**src/rtl/julia_colour_map.sv**
```systemverilog
// Pixel-rate colour stage: maps escape-time iteration counts to RGB through one of four
// palettes, with frame-synchronous palette rotation, and delays de/hs/vs to match.
module julia_colour_map #(
    parameter int   ITER_W = 8,
    parameter logic H_POL  = 1'b1,
    parameter logic V_POL  = 1'b1
) (
    input  logic              i_pix_clk,
    input  logic              i_rst_n,
    input  logic [ITER_W-1:0] i_iter,
    input  logic              i_escaped,
    input  logic              i_de,
    input  logic              i_hs,
    input  logic              i_vs,
    input  logic              i_cycle_en,
    input  logic [1:0]        i_speed,
    input  logic [1:0]        i_pal_sel,
    output logic [7:0]        o_red,
    output logic [7:0]        o_green,
    output logic [7:0]        o_blue,
    output logic              o_de,
    output logic              o_hs,
    output logic              o_vs
);

    // Frame event state
    logic       r_vs_prev;
    logic [7:0] r_off;
    logic [1:0] r_pal;
    logic       w_fe;
    logic [7:0] w_step;

    // Stage 1
    logic [7:0] r_s1_idx;
    logic       r_s1_blank;
    logic       r_s1_de;
    logic       r_s1_hs;
    logic       r_s1_vs;

    // Stage 2
    logic [7:0] r_s2_r;
    logic [7:0] r_s2_g;
    logic [7:0] r_s2_b;
    logic       r_s2_blank;
    logic       r_s2_de;
    logic       r_s2_hs;
    logic       r_s2_vs;

    // Palette lookup result
    logic [7:0] w_pal_r;
    logic [7:0] w_pal_g;
    logic [7:0] w_pal_b;

    // Only the low byte of the iteration count indexes the palette.
    if (ITER_W > 8) begin : g_iter_hi
        logic w_unused_iter_hi;
        assign w_unused_iter_hi = ^i_iter[ITER_W-1:8];
    end

    assign w_fe   = (i_vs == V_POL) && (r_vs_prev == !V_POL);
    assign w_step = 8'd1 << i_speed;

    always_ff @(posedge i_pix_clk) begin
        if (!i_rst_n) begin
            r_vs_prev <= !V_POL;
            r_off     <= 8'd0;
            r_pal     <= 2'd0;
        end else begin
            r_vs_prev <= i_vs;
            if (w_fe) begin
                r_pal <= i_pal_sel;
                if (i_cycle_en) begin
                    r_off <= r_off + w_step;
                end
            end
        end
    end

    always_ff @(posedge i_pix_clk) begin
        if (!i_rst_n) begin
            r_s1_idx   <= 8'd0;
            r_s1_blank <= 1'b1;
            r_s1_de    <= 1'b0;
            r_s1_hs    <= !H_POL;
            r_s1_vs    <= !V_POL;
        end else begin
            r_s1_idx   <= i_iter[7:0] + r_off;
            r_s1_blank <= !i_de || !i_escaped;
            r_s1_de    <= i_de;
            r_s1_hs    <= i_hs;
            r_s1_vs    <= i_vs;
        end
    end

    // Bit-slice forms of the palette formulas: 2i keeps the low 8 bits, 255-i is ~i.
    always_comb begin
        w_pal_r = r_s1_idx;
        w_pal_g = r_s1_idx;
        w_pal_b = r_s1_idx;
        case (r_pal)
            2'd1: begin
                w_pal_r = r_s1_idx[7] ? 8'd255 : {r_s1_idx[6:0], 1'b0};
                w_pal_g = r_s1_idx[7] ? {r_s1_idx[6:0], 1'b0} : 8'd0;
                w_pal_b = (r_s1_idx[7:6] == 2'b11) ? {r_s1_idx[5:0], 2'b00} : 8'd0;
            end
            2'd2: begin
                w_pal_r = 8'd0;
                w_pal_g = r_s1_idx >> 1;
                w_pal_b = r_s1_idx[7] ? 8'd255 : {r_s1_idx[6:0], 1'b0};
            end
            2'd3: begin
                w_pal_r = r_s1_idx;
                w_pal_g = ~r_s1_idx;
                w_pal_b = r_s1_idx[7] ? {~r_s1_idx[6:0], 1'b0} : {r_s1_idx[6:0], 1'b0};
            end
            default: begin
                w_pal_r = r_s1_idx;
                w_pal_g = r_s1_idx;
                w_pal_b = r_s1_idx;
            end
        endcase
    end

    always_ff @(posedge i_pix_clk) begin
        if (!i_rst_n) begin
            r_s2_r     <= 8'd0;
            r_s2_g     <= 8'd0;
            r_s2_b     <= 8'd0;
            r_s2_blank <= 1'b1;
            r_s2_de    <= 1'b0;
            r_s2_hs    <= !H_POL;
            r_s2_vs    <= !V_POL;
        end else begin
            r_s2_r     <= w_pal_r;
            r_s2_g     <= w_pal_g;
            r_s2_b     <= w_pal_b;
            r_s2_blank <= r_s1_blank;
            r_s2_de    <= r_s1_de;
            r_s2_hs    <= r_s1_hs;
            r_s2_vs    <= r_s1_vs;
        end
    end

    always_ff @(posedge i_pix_clk) begin
        if (!i_rst_n) begin
            o_red   <= 8'd0;
            o_green <= 8'd0;
            o_blue  <= 8'd0;
            o_de    <= 1'b0;
            o_hs    <= !H_POL;
            o_vs    <= !V_POL;
        end else begin
            o_red   <= r_s2_blank ? 8'd0 : r_s2_r;
            o_green <= r_s2_blank ? 8'd0 : r_s2_g;
            o_blue  <= r_s2_blank ? 8'd0 : r_s2_b;
            o_de    <= r_s2_de;
            o_hs    <= r_s2_hs;
            o_vs    <= r_s2_vs;
        end
    end

endmodule

```
**config.mk**
```make
export PLATFORM = sky130hd
export DESIGN_NAME = julia_colour_map
export DESIGN_NICKNAME = d
export VERILOG_FILES = /design/src/rtl/julia_colour_map.sv
export SDC_FILE = /design/constraint.sdc
export NUM_CORES = 1
export LEC_CHECK = 0
export CORE_ASPECT_RATIO = 1.2
export CORE_UTILIZATION = 55
export CTS_BUF_LIST = sky130_fd_sc_hd__clkbuf_8
export DETAILED_ROUTE_END_ITERATION = 10
export PLACE_DENSITY = 0.8
export SETUP_SLACK_MARGIN = 0.3
export SYNTH_ARGS = -nofsm -noshare
export SYNTH_HDL_FRONTEND = slang
export SYNTH_SLANG_ARGS = --single-unit
```
**constraint.sdc**
```tcl
create_clock -name i_pix_clk -period 2.2 [get_ports i_pix_clk]
set_clock_uncertainty 0.05 [all_clocks]
set_input_delay 0.55 -clock i_pix_clk [delete_from_list [all_inputs] [get_ports i_pix_clk]]
set_output_delay 0.55 -clock i_pix_clk [all_outputs]
set_load 0.02 [all_outputs]
```
# Word-level counts from Yosys, hierarchy flattened
# Index checks and enable logic that the tools add are counted.
# totals
output_inout_bits,27
ram_bits,0
elab_cells,44
mem_bits_ro,0
regBits,77
memories,0
latch_bits,0
# op_classes
muxes,7
magnitude_cmp,0
div,0
n_reduce_logical,6
add_sub_neg,2
bitwise,4
shift,1
eq_ne,4
n_mul,0
# ops
operator,n
case mux 8 bit (3 select lines),2
2-to-1 mux 8 bit,4
adder 8 bit,2
case mux 8 bit (2 select lines),1
inverter 8 bit,1
"left shift 1 x 2 -> 8 bit, first input constant",1
inverter 7 bit,1
"== test 2 bit, second input constant",3
"== test 2 x 1 -> 1 bit, second input constant",1
zero test 1 bit,2
inverter 1 bit,2
AND reduction 2 bit,1
OR reduction 2 bit,1
logical AND 1 bit,1
logical OR 1 bit,1

# Depth between registers and ports, before layout
# depth
ltp_word,3
depth_mapped,8
ltp_nobuf,8

# Least setup slack after synthesis
# No wires, ideal clock.
# synth_path
kind,input port to flip-flop
from,in i_iter[0]
to,reg r_s1_idx[6]
arrival_ns,1.880
stages,7
setup_slack_ns,0.208
setup_time_ns,0.062
required_time_ns,2.088
cell_sequence,ha_1 inv_1 fa_1 and2b_1 o31ai_1 a2111o_1 nand3_1
# synth_between
elab_chain_cells,1
# synth_rtl
item,line,rtl
start: declaration,10,"input logic [ITER_W-1:0] i_iter,"
adder 8 bit,87,r_s1_idx <= i_iter[7:0] + r_off;
end signal: assignment,87,
end: declaration,34,logic [7:0] r_s1_idx;
# No other way between the ends.
# A chain may end at the register's enable or synchronous reset.

# Final worst setup path
# layout_path
from,reg o_hs
to,out o_hs
# layout_rtl
item,line,rtl
start: declaration,22,"output logic o_hs,"
start signal: assignment,150,o_hs <= !H_POL;
start signal: assignment,157,o_hs <= r_s2_hs;
# No word-level cell between the ends.

==> results.toml <==
[synthesis]
yosysTopAreaCell = "dfxtp_1"
yosysWarnings = 0
synth_area_leaders = "dfxtp_1, ha_1, and2_1"
syn-num-nets = 395
async_flop_share_pct = 0
synth-main-ff-cell = "dfxtp_1"
synth-seq-cells = 77
yosysUniqueCellTypes = 47
synth_edf_count = 0
syn_area_um2 = 3289
seq_area_frac_synth_pct = 46.86
synth_top_area_share_pct = 46.86
syn_inst = 345
synth_area_per_cell_um2 = 9.535

[timing]
hold_viol = 0
slew_headroom_pct = 62.99
fin_tns_setup_ns = 0
rsz0062_at_grt = "yes"
holdWs_ns = 0.3628
finalSetupViolCount = 0
period_minus_slack_ns = 1.856
slew_viol_final = 0
period_share_pct = 84.36
layout_setup_ws_ns = 0.3442
worst_pin_slew_ns = 0.5551
max_freq_mhz = 538.8

[global_routing]
grt_pass1_vias = 2440
grt_pass1_wl_mm = 10.42
grt_antenna_before_repair = 0
track_usage_pct = 21.71
grt_max_degree = 41
grt-ovfl-total = 0

[detailed_routing]
vias_per_cell = 5.207
finalWirelength_mm = 6.276
drc = 0
drtIter0Drc = 151
first_pass_iters = 6
vias = 2546
drtAntennaViolNets = 0
wl_per_cell_um = 12.83

[final_layout]
utilization_pct = 72.74
diodes = 0
final_cell_mix = "dfxtp_1, and2_1, clkdlybuf4s50_1, inv_1, ha_1"
nNetsFinal = 456
stdcell_area_um2 = 4150
drive_above_1_share_pct = 12.22
layout.cells.non_filler = 489
layout_commonest_cell = "dfxtp_1"
area_growth_pct = 26.17

[critical_path]
start_kind = "flop"
cpPeakStageDelay_ns = 0.60
worstPathArrival_ns = 1.26
critPathRequiredTime_ns = 1.60
cp_slowest_cell = "clkdlybuf4s50_1"
cp_max_fo = 1
crit_path_end_kind = "output port"
cp_top_family = "buffers and inverters"
crit_chain = "clkdlybuf4s50_1"
crit_type = "flop to output port"
cp_num_buf_inv = 1

[status]
status = "complete, no violations"

[pwr]
power_mw = 2.828
power_density_nw_per_um2 = 681.3
ir_drop_mv = 0.4632
leakage_nw = 1.770

[clocking]
clk-insertion-delay-late_ns = 0.34
cts_hold_buf = 0
root_buffer = "clkbuf_8"
cts_inserted_buffers = 9
cts_tree = "built"
clock_path_buffers = 2
cts.clk_slew.worst_paths_ns = 0.07
h-tree-depth = 3
cts.sinks = 77

[placed_design]
port-buffer-count = 45
placed_area_um2 = 3926
place.gp.congestion = 0.8760
hpwl_mm = 4.483
dp.cells = 473
place_ws_ns = -0.2813

[job]
drv_cap = 0

[floorplan]
fp-row-count = 30
die_height_um = 86.72
fp.dieArea_um2 = 6295
core_area_um2 = 5705
io_pins = 46
die_w_um = 72.60
start_util_pct = 57.65

[worst_hold_path]
hp-class = "flop to flop"
==> timing repair <==
| action | 4_1_cts | 5_1_grt |
|---|---|---|
| endpoints found under the setup margin | 9 | 8 |
| pin swaps | 10 | 7 |
| resized for setup | 11 | 8 |
| cloned | 0 | 0 |
| buffers inserted | 2 | 0 |
==> synthesized netlist by cell type (2+ instances only) <==
master	n
and2_1	44
dfxtp_1	77
fa_1	2
nor2_1	13
mux2i_1	7
nor2b_1	5
a221oi_1	7
a222oi_1	2
ha_1	29
a211oi_1	5
a31oi_1	5
o21a_1	2
buf_4	2
nor3_1	3
inv_1	27
nor3b_1	2
nand3_1	6
o21ai_0	12
nand4_1	2
buf_2	2
a21oi_1	20
nand2b_1	8
a21o_1	2
nand2_1	25
o22ai_1	6
clkbuf_1	9
==> where the power goes <==
group | leakage (nW) | internal, mW | switching (mW)
Combinational | 1.05 | 0.153 | 0.173
Clock | 0.0902 | 0.540 | 0.476
Sequential | 0.630 | 1.46 | 0.0305
Total | 1.77 | 2.15 | 0.679
==> state kept, by name, indices dropped and copies added (netlist names), 2 cells and up <==
name      flops
r_s2_b        8
r_s2_r        8
o_blue        8
r_pal         2
r_off         8
r_s1_idx      8
o_green       8
o_red         8
r_s2_g        8
==> final timing paths <==
path | startpoint | to | slack [ns] | depth (start not counted)
worst min-delay path | r_s1_blank$_SDFF_PN1_ | r_s2_blank$_SDFF_PN1_ | 0.36 | 1
worst max register to register | r_off[0]$_SDFFE_PN0P_ | r_s1_idx[6]$_SDFF_PN0_ | 0.41 | 7
worst min register to register | r_s1_blank$_SDFF_PN1_ | r_s2_blank$_SDFF_PN1_ | 0.36 | 1
worst max-delay path | o_hs$_SDFF_PN0_ | o_hs | 0.34 | 1
==> cell families (layout without fill, tap and decap cells) <==
logic type      count (synthesis)  after routing  synth area share (%)
compound gates                 72             72                 14.23
xor+xnor                        2              2                0.5326
fa+ha+maj                      31             31                 12.25
buf+inv                        42            106                 5.135
flops                          77             77                 46.86
mux                             8              8                 2.472
simple gates                  113            113                 18.52
==> cell type report <==
| cell class | count | area (um^2) |
|---|---|---|
| clock inverters | 4 | 50.05 |
| flip-flops and latches | 77 | 1543 |
| inverters | 28 | 105.1 |
| repair buffers | 64 | 595.6 |
| clock buffers | 10 | 137.6 |
| fillers | 451 | 1555 |
| well taps | 80 | 100.1 |
| multi-input cells | 226 | 1619 |
==> layer usage <==
layer / part of all wire (%) / vias to the layer above / GRT usage, %
li1: - / 1287 / -
met1: 39 / 1164 / 21.96
met2: 55 / 81 / 40.87
met3: 4.3 / 14 / 3.140
met4: 2.5 / 0 / 13.90
met5: 0 / - / 0
Note: power is estimated with default switching activity, not from simulation.
